### src/rtl/alu_serial_sequencer.sv
// alu_serial_sequencer
//   Drives one serial ALU on behalf of a parallel requester. A command (A, B, op)
//   is accepted over a valid/ready handshake and sent on sin as nine 11-bit packets:
//   start 0, type, 8 payload bits, stop 1, MSB first. The ALU's reply on sout is
//   either five packets (four result bytes and one ctl packet with flags and CRC3)
//   or one error packet. The decoded result is returned on a second valid/ready
//   handshake. Only one transaction is in flight at a time.
//
// Ports
//   clk, rst_n        clock, asynchronous active-low reset
//   cmd_valid/ready   command handshake; cmd_a, cmd_b, cmd_op, cmd_crc_inv
//   sin               serial line to the ALU (idle high)
//   sout              serial line from the ALU (idle high)
//   rsp_valid/ready   response handshake
//   rsp_c             result C
//   rsp_flags         {carry, overflow, zero, negative}
//   rsp_err           error packet received; rsp_err_flags = {data, crc, op}
//   rsp_chk_ok        reply CRC3 or error-packet parity correct
//   rsp_timeout       no complete reply within TIMEOUT_CYCLES
//   busy              state is not IDLE
//
// state | meaning
// IDLE  | ready for a command
// TX    | shifting the 99-bit command frame out on sin
// WAIT  | sin idle, waiting for the first reply start bit
// RX    | collecting reply packets
// DONE  | response presented, waiting for rsp_ready
// GAP   | holding sin high for IDLE_GAP clocks before the next command

module alu_serial_sequencer #(
    parameter int TIMEOUT_CYCLES = 1024,
    parameter int IDLE_GAP       = 2
) (
    input  logic        clk,
    input  logic        rst_n,
    input  logic        cmd_valid,
    output logic        cmd_ready,
    input  logic [31:0] cmd_a,
    input  logic [31:0] cmd_b,
    input  logic [2:0]  cmd_op,
    input  logic        cmd_crc_inv,
    output logic        sin,
    input  logic        sout,
    output logic        rsp_valid,
    input  logic        rsp_ready,
    output logic [31:0] rsp_c,
    output logic [3:0]  rsp_flags,
    output logic        rsp_err,
    output logic [2:0]  rsp_err_flags,
    output logic        rsp_chk_ok,
    output logic        rsp_timeout,
    output logic        busy
);

    localparam int TW = $clog2(TIMEOUT_CYCLES + 1);
    localparam int GW = $clog2(IDLE_GAP + 1);

    typedef enum logic [2:0] {
        S_IDLE, S_TX, S_WAIT, S_RX, S_DONE, S_GAP
    } state_t;

    state_t r_state, w_state_nxt;

    logic          r_rdy;
    logic [98:0]   r_tx_sr;
    logic [6:0]    r_tx_cnt;
    logic [TW-1:0] r_tmo;
    logic [3:0]    r_rx_cnt;
    logic [8:0]    r_rx_sr;
    logic [2:0]    r_pkt;
    logic [31:0]   r_c_acc;
    logic [GW-1:0] r_gap;
    logic [31:0]   r_rsp_c;
    logic [3:0]    r_rsp_flags;
    logic          r_rsp_err;
    logic [2:0]    r_rsp_err_flags;
    logic          r_rsp_chk_ok;
    logic          r_rsp_timeout;

    logic [3:0]    w_crc4;
    logic [98:0]   w_tx_frame;
    logic          w_tmo_last;
    logic          w_type;
    logic [7:0]    w_pay;
    logic          w_err_pkt;
    logic          w_rx_end;
    logic [2:0]    w_crc3;

    // Direct LFSR form (no augmentation), MSB first, initial value 0.
    function automatic logic [3:0] crc4_calc(input logic [67:0] d);
        logic [3:0] c;
        logic       fb;
        c = 4'b0000;
        for (int i = 67; i >= 0; i--) begin
            fb = c[3] ^ d[i];
            c  = {c[2:0], 1'b0} ^ (fb ? 4'b0011 : 4'b0000);
        end
        return c;
    endfunction

    function automatic logic [2:0] crc3_calc(input logic [36:0] d);
        logic [2:0] c;
        logic       fb;
        c = 3'b000;
        for (int i = 36; i >= 0; i--) begin
            fb = c[2] ^ d[i];
            c  = {c[1:0], 1'b0} ^ (fb ? 3'b011 : 3'b000);
        end
        return c;
    endfunction

    assign w_crc4 = crc4_calc({cmd_b, cmd_a, 1'b1, cmd_op}) ^ {4{cmd_crc_inv}};

    assign w_tx_frame = {
        2'b00, cmd_b[31:24], 1'b1,
        2'b00, cmd_b[23:16], 1'b1,
        2'b00, cmd_b[15:8],  1'b1,
        2'b00, cmd_b[7:0],   1'b1,
        2'b00, cmd_a[31:24], 1'b1,
        2'b00, cmd_a[23:16], 1'b1,
        2'b00, cmd_a[15:8],  1'b1,
        2'b00, cmd_a[7:0],   1'b1,
        2'b01, 1'b0, cmd_op, w_crc4, 1'b1
    };

    // Down-counter loaded at the end of TX; the clock on which it would reach
    // zero is the TIMEOUT_CYCLES-th clock after the last sin bit.
    assign w_tmo_last = (r_tmo == TW'(1));

    // At r_rx_cnt == 10 the shift register holds {type, payload} and sout is the stop bit.
    assign w_type    = r_rx_sr[8];
    assign w_pay     = r_rx_sr[7:0];
    assign w_err_pkt = (r_pkt == 3'd0) && w_type && w_pay[7];
    assign w_crc3    = crc3_calc({r_c_acc, 1'b0, w_pay[6:3]});
    // A type-1 packet ends reception: either the error packet, the closing ctl
    // packet, or an out-of-sequence ctl packet. A bad stop bit also ends it.
    assign w_rx_end  = (r_rx_cnt == 4'd10) && (!sout || w_type || (r_pkt == 3'd4));

    always_ff @(posedge clk or negedge rst_n) begin
        if (!rst_n) begin
            r_state <= S_IDLE;
        end else begin
            r_state <= w_state_nxt;
        end
    end

    always_comb begin
        w_state_nxt = r_state;
        sin         = 1'b1;
        cmd_ready   = 1'b0;
        rsp_valid   = 1'b0;
        busy        = 1'b1;
        case (r_state)
            S_IDLE: begin
                busy      = 1'b0;
                cmd_ready = r_rdy;
                if (r_rdy && cmd_valid) begin
                    w_state_nxt = S_TX;
                end
            end
            S_TX: begin
                sin = r_tx_sr[98];
                if (r_tx_cnt == 7'd98) begin
                    w_state_nxt = S_WAIT;
                end
            end
            S_WAIT: begin
                if (!sout) begin
                    w_state_nxt = S_RX;
                end else if (w_tmo_last) begin
                    w_state_nxt = S_DONE;
                end
            end
            S_RX: begin
                if (w_rx_end || w_tmo_last) begin
                    w_state_nxt = S_DONE;
                end
            end
            S_DONE: begin
                rsp_valid = 1'b1;
                if (rsp_ready) begin
                    w_state_nxt = S_GAP;
                end
            end
            S_GAP: begin
                if (r_gap == '0) begin
                    w_state_nxt = S_IDLE;
                end
            end
            default: w_state_nxt = S_IDLE;
        endcase
    end

    always_ff @(posedge clk or negedge rst_n) begin
        if (!rst_n) begin
            r_rdy           <= 1'b0;
            r_tx_sr         <= '1;
            r_tx_cnt        <= '0;
            r_tmo           <= '0;
            r_rx_cnt        <= '0;
            r_rx_sr         <= '0;
            r_pkt           <= '0;
            r_c_acc         <= '0;
            r_gap           <= '0;
            r_rsp_c         <= '0;
            r_rsp_flags     <= '0;
            r_rsp_err       <= 1'b0;
            r_rsp_err_flags <= '0;
            r_rsp_chk_ok    <= 1'b0;
            r_rsp_timeout   <= 1'b0;
        end else begin
            r_rdy <= 1'b1;
            case (r_state)
                S_IDLE: begin
                    if (r_rdy && cmd_valid) begin
                        r_tx_sr  <= w_tx_frame;
                        r_tx_cnt <= '0;
                    end
                end
                S_TX: begin
                    r_tx_sr  <= {r_tx_sr[97:0], 1'b1};
                    r_tx_cnt <= r_tx_cnt + 7'd1;
                    r_tmo    <= TW'(TIMEOUT_CYCLES);
                    r_rx_cnt <= '0;
                    r_pkt    <= '0;
                    r_c_acc  <= '0;
                end
                S_WAIT: begin
                    r_tmo <= r_tmo - TW'(1);
                    if (!sout) begin
                        r_rx_cnt <= 4'd1;
                    end else if (w_tmo_last) begin
                        r_rsp_timeout <= 1'b1;
                    end
                end
                S_RX: begin
                    r_tmo <= r_tmo - TW'(1);
                    if (r_rx_cnt == 4'd0) begin
                        if (!sout) begin
                            r_rx_cnt <= 4'd1;
                        end
                    end else if (r_rx_cnt == 4'd10) begin
                        r_rx_cnt <= 4'd0;
                        r_pkt    <= r_pkt + 3'd1;
                        if (sout) begin
                            if (w_err_pkt) begin
                                r_rsp_err       <= 1'b1;
                                r_rsp_err_flags <= w_pay[6:4];
                                r_rsp_chk_ok    <= (w_pay[6:4] == w_pay[3:1]) && !(^w_pay);
                            end else if (r_pkt != 3'd4) begin
                                if (!w_type) begin
                                    r_c_acc <= {r_c_acc[23:0], w_pay};
                                end
                            end else if (w_type) begin
                                r_rsp_c      <= r_c_acc;
                                r_rsp_flags  <= w_pay[6:3];
                                r_rsp_chk_ok <= (w_pay[2:0] == w_crc3);
                            end
                        end
                    end else begin
                        r_rx_sr  <= {r_rx_sr[7:0], sout};
                        r_rx_cnt <= r_rx_cnt + 4'd1;
                    end
                    if (!w_rx_end && w_tmo_last) begin
                        r_rsp_timeout <= 1'b1;
                    end
                end
                S_DONE: begin
                    if (rsp_ready) begin
                        r_rsp_c         <= '0;
                        r_rsp_flags     <= '0;
                        r_rsp_err       <= 1'b0;
                        r_rsp_err_flags <= '0;
                        r_rsp_chk_ok    <= 1'b0;
                        r_rsp_timeout   <= 1'b0;
                        r_gap           <= GW'(IDLE_GAP - 1);
                    end
                end
                S_GAP: begin
                    r_gap <= r_gap - GW'(1);
                end
                default: ;
            endcase
        end
    end

    assign rsp_c         = r_rsp_c;
    assign rsp_flags     = r_rsp_flags;
    assign rsp_err       = r_rsp_err;
    assign rsp_err_flags = r_rsp_err_flags;
    assign rsp_chk_ok    = r_rsp_chk_ok;
    assign rsp_timeout   = r_rsp_timeout;

endmodule

### config.mk
export PLATFORM = sky130hd
export DESIGN_NAME = alu_serial_sequencer
export DESIGN_NICKNAME = d
export VERILOG_FILES = /design/src/rtl/alu_serial_sequencer.sv
export SDC_FILE = /design/constraint.sdc
export NUM_CORES = 1
export LEC_CHECK = 0
export CAP_MARGIN = 20
export CORE_ASPECT_RATIO = 1.4
export CORE_MARGIN = 2
export CORE_UTILIZATION = 45
export CTS_CLUSTER_SIZE = 30
export DETAILED_ROUTE_END_ITERATION = 10
export PLACE_DENSITY = 0.7
export SLEW_MARGIN = 15
export SYNTH_ARGS = -nofsm -noshare
export SYNTH_HDL_FRONTEND = slang
export SYNTH_SLANG_ARGS = --single-unit
### constraint.sdc
create_clock -name clk -period 3.5 [get_ports clk]
set_input_delay 0.35 -clock clk [delete_from_list [all_inputs] [get_ports clk]]
set_output_delay 0.35 -clock clk [all_outputs]
set_load 0.1 [all_outputs]
Yosys cells after proc, flatten, opt, wreduce, memory -nomap -nowiden
Index checks and enable logic that the tools add are counted.

word-level totals
  bits in registers = 213
  latch bits = 0
  RAM bits = 0
  memory bits (read-only) = 0
  input port bits = 73
  output and inout bits = 46
  logic and storage cells = 472
  memories kept = 0

operators by class
  add/sub/neg operators = 5
  multiply operators = 0
  div/mod/pow operators = 0
  $lt $le $gt $ge = 0
  eq/ne operators = 32
  shift-type cells = 0
  muxes and demuxes = 177
  bitwise gates (word level) = 207
  reductions and logical operators = 35

operators with widths
  operator                                                              count
  32-bit two-way mux                                                    13
  4-bit by 2-bit bitwise XOR with 4-bit output                          66
  2-bit two-way mux                                                     106
  99-bit case mux with 2 select lines                                   1
  32-bit case mux with 2 select lines                                   2
  3-bit by 2-bit bitwise XOR with 3-bit output                          37
  99-bit two-way mux                                                    1
  1-bit bitwise XOR                                                     98
  3-bit two-way mux                                                     14
  4-bit two-way mux                                                     10
  2-bit != test, second input constant                                  17
  11-bit case mux with 2 select lines                                   1
  1-bit two-way mux                                                     18
  3-bit case mux with 6 select lines                                    1
  7-bit case mux with 2 select lines                                    1
  7-bit AND reduction                                                   2
  3-bit != test, second input constant                                  4
  3-bit case mux with 2 select lines                                    2
  4-bit case mux with 3 select lines                                    1
  6-bit AND reduction                                                   2
  11-bit by 1-bit == test with 1-bit output, second input constant      1
  11-bit by 1-bit subtractor with 11-bit output, second input constant  1
  2-bit nonzero test                                                    5
  3-bit == test, second input constant                                  3
  30 further kinds                                                      49

Longest topological paths before layout
  depth in word-level cells = 201
  gate-level depth with buffers = 10
  gate-level depth less buffers = 9

Least setup slack after synthesis
Ideal clock, no wire load.

  path type = input to register
  from = in cmd_b[28]
  to = reg r_tx_sr[2]
  setup time = 0.072 ns
  arrival time = 3.021 ns
  required time = 3.428 ns
  setup slack = 0.407 ns
  stages = 8
  buffers on the path = 0
  cell sequence = xnor2_1 -> xnor3_1 -> xnor3_2 -> xor3_2 -> xnor3_2 -> xnor3_1 -> xnor3_1 -> o21ai_1

on the way
  longest elaborated chain between the ends = 112
  elaborated cells on any way between the ends = 189
  those cells by class = mux (63); bitwise (126)

RTL lines
  what                                                                                      line    text
  start, declared                                                                           39      input logic [31:0] cmd_b,
  1-bit bitwise XOR (*)                                                                     95      fb = c[3] ^ d[i];
  2-bit two-way mux (*)                                                                     96      c = {c[2:0], 1'b0} ^ (fb ? 4'b0011 : 4'b0000);
  4-bit by 2-bit bitwise XOR with 4-bit output (*) (3 in series)                            96
  1-bit bitwise XOR                                                                         95
  2-bit two-way mux                                                                         96
  4-bit by 2-bit bitwise XOR with 4-bit output (*) (3 in series)                            96
  1-bit bitwise XOR                                                                         95
  2-bit two-way mux                                                                         96
  [... 89 more ...]                                                                         --
  2-bit two-way mux                                                                         96
  4-bit by 2-bit bitwise XOR with 4-bit output (*) (3 in series)                            96
  1-bit bitwise XOR / 4-bit by 2-bit bitwise XOR with 4-bit output (equally long branches)  95, 96
  2-bit two-way mux / 1-bit bitwise XOR (equally long branches)                             96, 95
  4-bit by 2-bit bitwise XOR with 4-bit output (*) (2 in series)                            96
  4-bit bitwise XOR (*)                                                                     112     assign w_crc4 = crc4_calc({cmd_b, cmd_a, 1'b1, cmd_op}) ^ {4{cmd_crc_inv}};
  99-bit two-way mux (*)                                                                    215     if (r_rdy && cmd_valid) begin
  99-bit case mux with 2 select lines (*)                                                   213     case (r_state)
  end signal, assigned                                                                      216     r_tx_sr <= w_tx_frame;
  end signal, assigned                                                                      221     r_tx_sr <= {r_tx_sr[97:0], 1'b1};
  end, declared                                                                             65      logic [98:0] r_tx_sr;

Mark *: on every way between the ends. The rest lies on a longest branch, timed or not. The select of a mux whose other input is x is not followed.
A chain may end at the register's enable or synchronous reset.

Worst setup path after layout
  from = in cmd_b[25]
  to = reg r_tx_sr[2]

on the way
  longest elaborated chain between the ends = 107
  elaborated cells on any way between the ends = 180
  those cells by class = mux (60); bitwise (120)

RTL lines
  what                                                                                      line
  1-bit bitwise XOR (*)                                                                     95
  2-bit two-way mux (*)                                                                     96
  4-bit by 2-bit bitwise XOR with 4-bit output (*) (3 in series)                            96
  1-bit bitwise XOR                                                                         95
  2-bit two-way mux                                                                         96
  4-bit by 2-bit bitwise XOR with 4-bit output (*) (3 in series)                            96
  1-bit bitwise XOR                                                                         95
  2-bit two-way mux                                                                         96
  [... 84 more ...]                                                                         --
  2-bit two-way mux                                                                         96
  4-bit by 2-bit bitwise XOR with 4-bit output (*) (3 in series)                            96
  1-bit bitwise XOR / 4-bit by 2-bit bitwise XOR with 4-bit output (equally long branches)  95, 96
  2-bit two-way mux / 1-bit bitwise XOR (equally long branches)                             96, 95
  4-bit by 2-bit bitwise XOR with 4-bit output (*) (2 in series)                            96
  4-bit bitwise XOR (*)                                                                     112
  99-bit two-way mux (*)                                                                    215
  99-bit case mux with 2 select lines (*)                                                   213

Marks and branches as above.

==> reports/metrics.csv <==
stage,metric,value,unit
outcome,status,finished clean,
clock_network,cts.sinks,212,
critical_path,r2r_end,rsp_chk_ok$_DFFE_PN0P_,
min_path,hold_depth,2,
timing,clock_skew,22.9,ps
synthesis,synthCells,1132,
timing,fin_crit_sh,91.0,%
timing,slew_headroom,31.8,%
critical_path,endpoint_kind,flop,
cells_and_area,diodes,0,
synthesis,syn-cell-area,10800,sq um
cells_and_area,layout_common_cells,"219 x nand2_1, 154 x nor2_1, 114 x dfrtp_1",
critical_path,r2r_start,r_c_acc[21]$_DFFE_PN0P_,
placement,placed_area,12600,sq um
clock_network,clk_path_buf_depth,3,
cells_and_area,design_area,13300,sq um
critical_path,worstSetupPathType,in2reg,
critical_path,crit_top_cell,xnor3_1,
routing,first_pass_iters,5,
timing,holdWs,440,ps
min_path,min_path_type,reg2reg,
cells_and_area,fin_nets,1352,
placement,dp_hpwl,17900,microns
clock_network,clk_pin_slew,60,ps
synthesis,async_flop_share,100,%
synthesis,synthesis.nets,1215,
critical_path,cp_max_fo,3,
grt,first_global_vias,8367,
routing,viasPerCell,5.23,
grt,gr-total-overflow,0,
timing,hold_viol_final,0,
synthesis,syn_avg_cell_area,9.54,sq um
timing,tightest_slew,1020,ps
clock_network,cts_made_buffers,22,
timing,period_needed,3180,ps
cells_and_area,final.fill_count,2128,
critical_path,critPathTopFamily,XOR/XNOR gates,
critical_path,cpPeakStageDelay,520,ps
cells_and_area,area_growth,23.1,%
critical_path,rrSetupSlack,550,ps
cells_and_area,drive_above_1_share,16.6,%
routing,wirelength,25200,microns
synthesis,yosysUniqueCellTypes,52,
critical_path,critical_path_arrival,3620,ps
timing,worst_slack,317,ps
synthesis,yosysSeqAreaShare,50.2,%
timing,finalSetupViolations,0,
clock_network,clock_latency,520,ps
grt,antenna_found_initial,0,
critical_path,cp_slowest_cell,xnor3_1,
clock_network,cts.htree.levels,1,
critical_path,crit_required,3940,ps
synthesis,yosys_most_used_dff,dfrtp_1,
synthesis,synth-compound-area-share,11.6,%
synthesis,synthAdderAreaFrac,1.16,%
routing,route.detailed.drc,0,
floorplan,io_pins,119,
synthesis,ys_ff_latch,212,
timing,rsz0062_at_grt,false,
floorplan,start_util,45.4,%
synthesis,synth_edf_count,0,
placement,io_buffers,118,
synthesis,yosys_warnings,0,
power,p_leak,5.62,nW
routing,vias,8342,
cells_and_area,postLayoutCoreUtil,55.9,%
clock_network,root_buffer,clkbuf_16,
timing,slew_viol_final,0,
timing,fmax,314,MHz
critical_path,cp-start-kind,primary input,
min_path,min_to,r_tx_sr[53]$_DFFE_PN1P_,
critical_path,crit_start,cmd_b[25],
grt,track_usage,20.4,%
power,p_per_area,1070,nW/um^2
min_path,min-delay-start,r_tx_sr[52]$_DFFE_PN1P_,
placement,dp_slack,-199,ps
run,drv_cap,0,
floorplan,die_h,187,microns
floorplan,rows,67,
floorplan,core_area,23800,sq um
critical_path,path_buf_inv,1,
power,peakVddDrop,1.15,mV
floorplan,dieWidth,135,microns
synthesis,synth-simple-area-share,16.6,%
routing,ant_nets,0,
grt,grt_max_degree,96,
critical_path,crit_chain,clkdlybuf4s50_1 -> xnor2_1 -> xnor3_1 -> xnor3_2 -> xor3_2 -> xnor3_2 -> xnor3_1 -> xnor3_1 -> o21ai_1,
power,power,14.2,mW
grt,grt_pass1_wl,42200,microns
critical_path,reg2reg_depth,9,
synthesis,synthMuxAreaShare,1.60,%
clock_network,post_cts_resized,0,
clock_network,cts_tree,yes,
floorplan,dieArea,25300,sq um
synthesis,synth_top_family_by_area,simple AND/OR/NAND/NOR gates,
cells_and_area,final_common_cell,nand2_1,
routing,avgRoutedWirePerCell,15.8,microns
synthesis,synth-xor-area-share,16.0,%
placement,routabilityCongestion,0.815,
routing,drt-initial-drc-count,445,
-- area by class of cell --
type                            instances  area [sq um]  area share, %
Sequential cell                       212          5430           40.8
Multi-Input combinational cell        840          5110           38.4
Timing Repair Buffer                  176          1630           12.2
Clock buffer                           36           644           4.84
Tap cell                              310           388           2.92
Inverter                               17          63.8          0.480
Clock inverter                          3          42.5          0.320
-- how the worst max path moves through the flow --
stage                             end  slack [ps]  cells past startpoint
3_3_place_gp   r_tx_sr[2]$_DFFE_PN1P_        -150                      9
4_1_cts        r_tx_sr[2]$_DFFE_PN1P_         340                     10
3_5_place_dp   r_tx_sr[2]$_DFFE_PN1P_        -200                      9
6_report       r_tx_sr[2]$_DFFE_PN1P_         320                      9
2_1_floorplan  r_tx_sr[2]$_DFFE_PN1P_         410                      8
5_1_grt        r_tx_sr[2]$_DFFE_PN1P_         140                     10
-- tightest hold or removal path, stage by stage (launching register included) --
cell	delay, ps
dfstp_2	370
nand2_1	50
nand2_1	40
-- through the flow --
step	TNS (ps)	instances
2_1_floorplan	0	1132
3_3_place_gp	-161	1554
3_5_place_dp	-296	1554
4_1_cts	0	1594
5_1_grt	0	1594
6_report	0	1594
-- flip-flops by register name (all words and copies together) (netlist names) --
name,flops
r_rdy,1
r_gap,2
r_rx_sr,9
rsp_err_flags,3
rsp_timeout,1
r_tx_cnt,7
r_c_acc,32
r_rx_cnt,4
rsp_err,1
rsp_c,32
r_pkt,3
r_tmo,11
rsp_chk_ok,1
rsp_flags,4
r_tx_sr,98
r_state,3
-- power by group --
| group | switching [mW] | internal (mW) |
|---|---|---|
| registers | 0.584 | 3.68 |
| logic | 4.22 | 3.45 |
| clock network | 0.969 | 1.33 |
-- what timing repair did --
| item | 4_1_cts | 5_1_grt |
|---|---|---|
| hold buffers | 1 | 0 |
| hold endpoints to repair | 81 | 0 |
| buffers inserted | 0 | 0 |
| endpoints found under the setup margin | 0 | 0 |
-- cells in the mapped netlist, types with 2 or more instances --
cell      number  area, sq um
a22o_1         3         26.3
o211ai_1       2         15.0
nor2_1       156          586
xnor3_1       21          473
a31oi_1        5         31.3
a21o_1         5         37.5
inv_1         17         63.8
dfrtp_1      114         2850
clkbuf_1      56          210
buf_1          7         26.3
a21oi_1       10         50.1
nand2b_1       3         18.8
o21ai_0      110          551
o31ai_1        3         22.5
ha_1          10          125
xor2_1        25          219
xnor2_1       98          858
and2_1         2         12.5
nor3_1         5         25.0
nand4_1        6         37.5
a22oi_1        3         22.5
o22ai_1       67          419
or3_1          2         12.5
o311ai_0       2         17.5
nand2_1      220          826
nand3_1       33          165
nor2b_1        4         25.0
nor4_1         3         18.8
xnor2_2        4         65.1
dfstp_2       98         2570
xnor3_2        2         47.6
mux2i_1        6         60.1
o21bai_1       2         15.0
mux2_2        10          113
-- cell families after synthesis --
logic type | Yosys count
AND/OR/NAND/NOR | 442
AO/OA/AOI/OAI | 218
flip-flops | 212
XOR/XNOR | 153
buffers and inverters | 80
multiplexers | 16
adder cells (fa/ha/maj) | 10
other | 1
-- per-layer routing --
layer  vias up  track usage, %  wire [microns]
li1       4065               -               -
met1      4013            24.4            9900
met2       214            37.1           13400
met3        50            2.85            1020
met4         0            7.37             879
met5         -               0               0
Power figures use the tool's default switching activity.
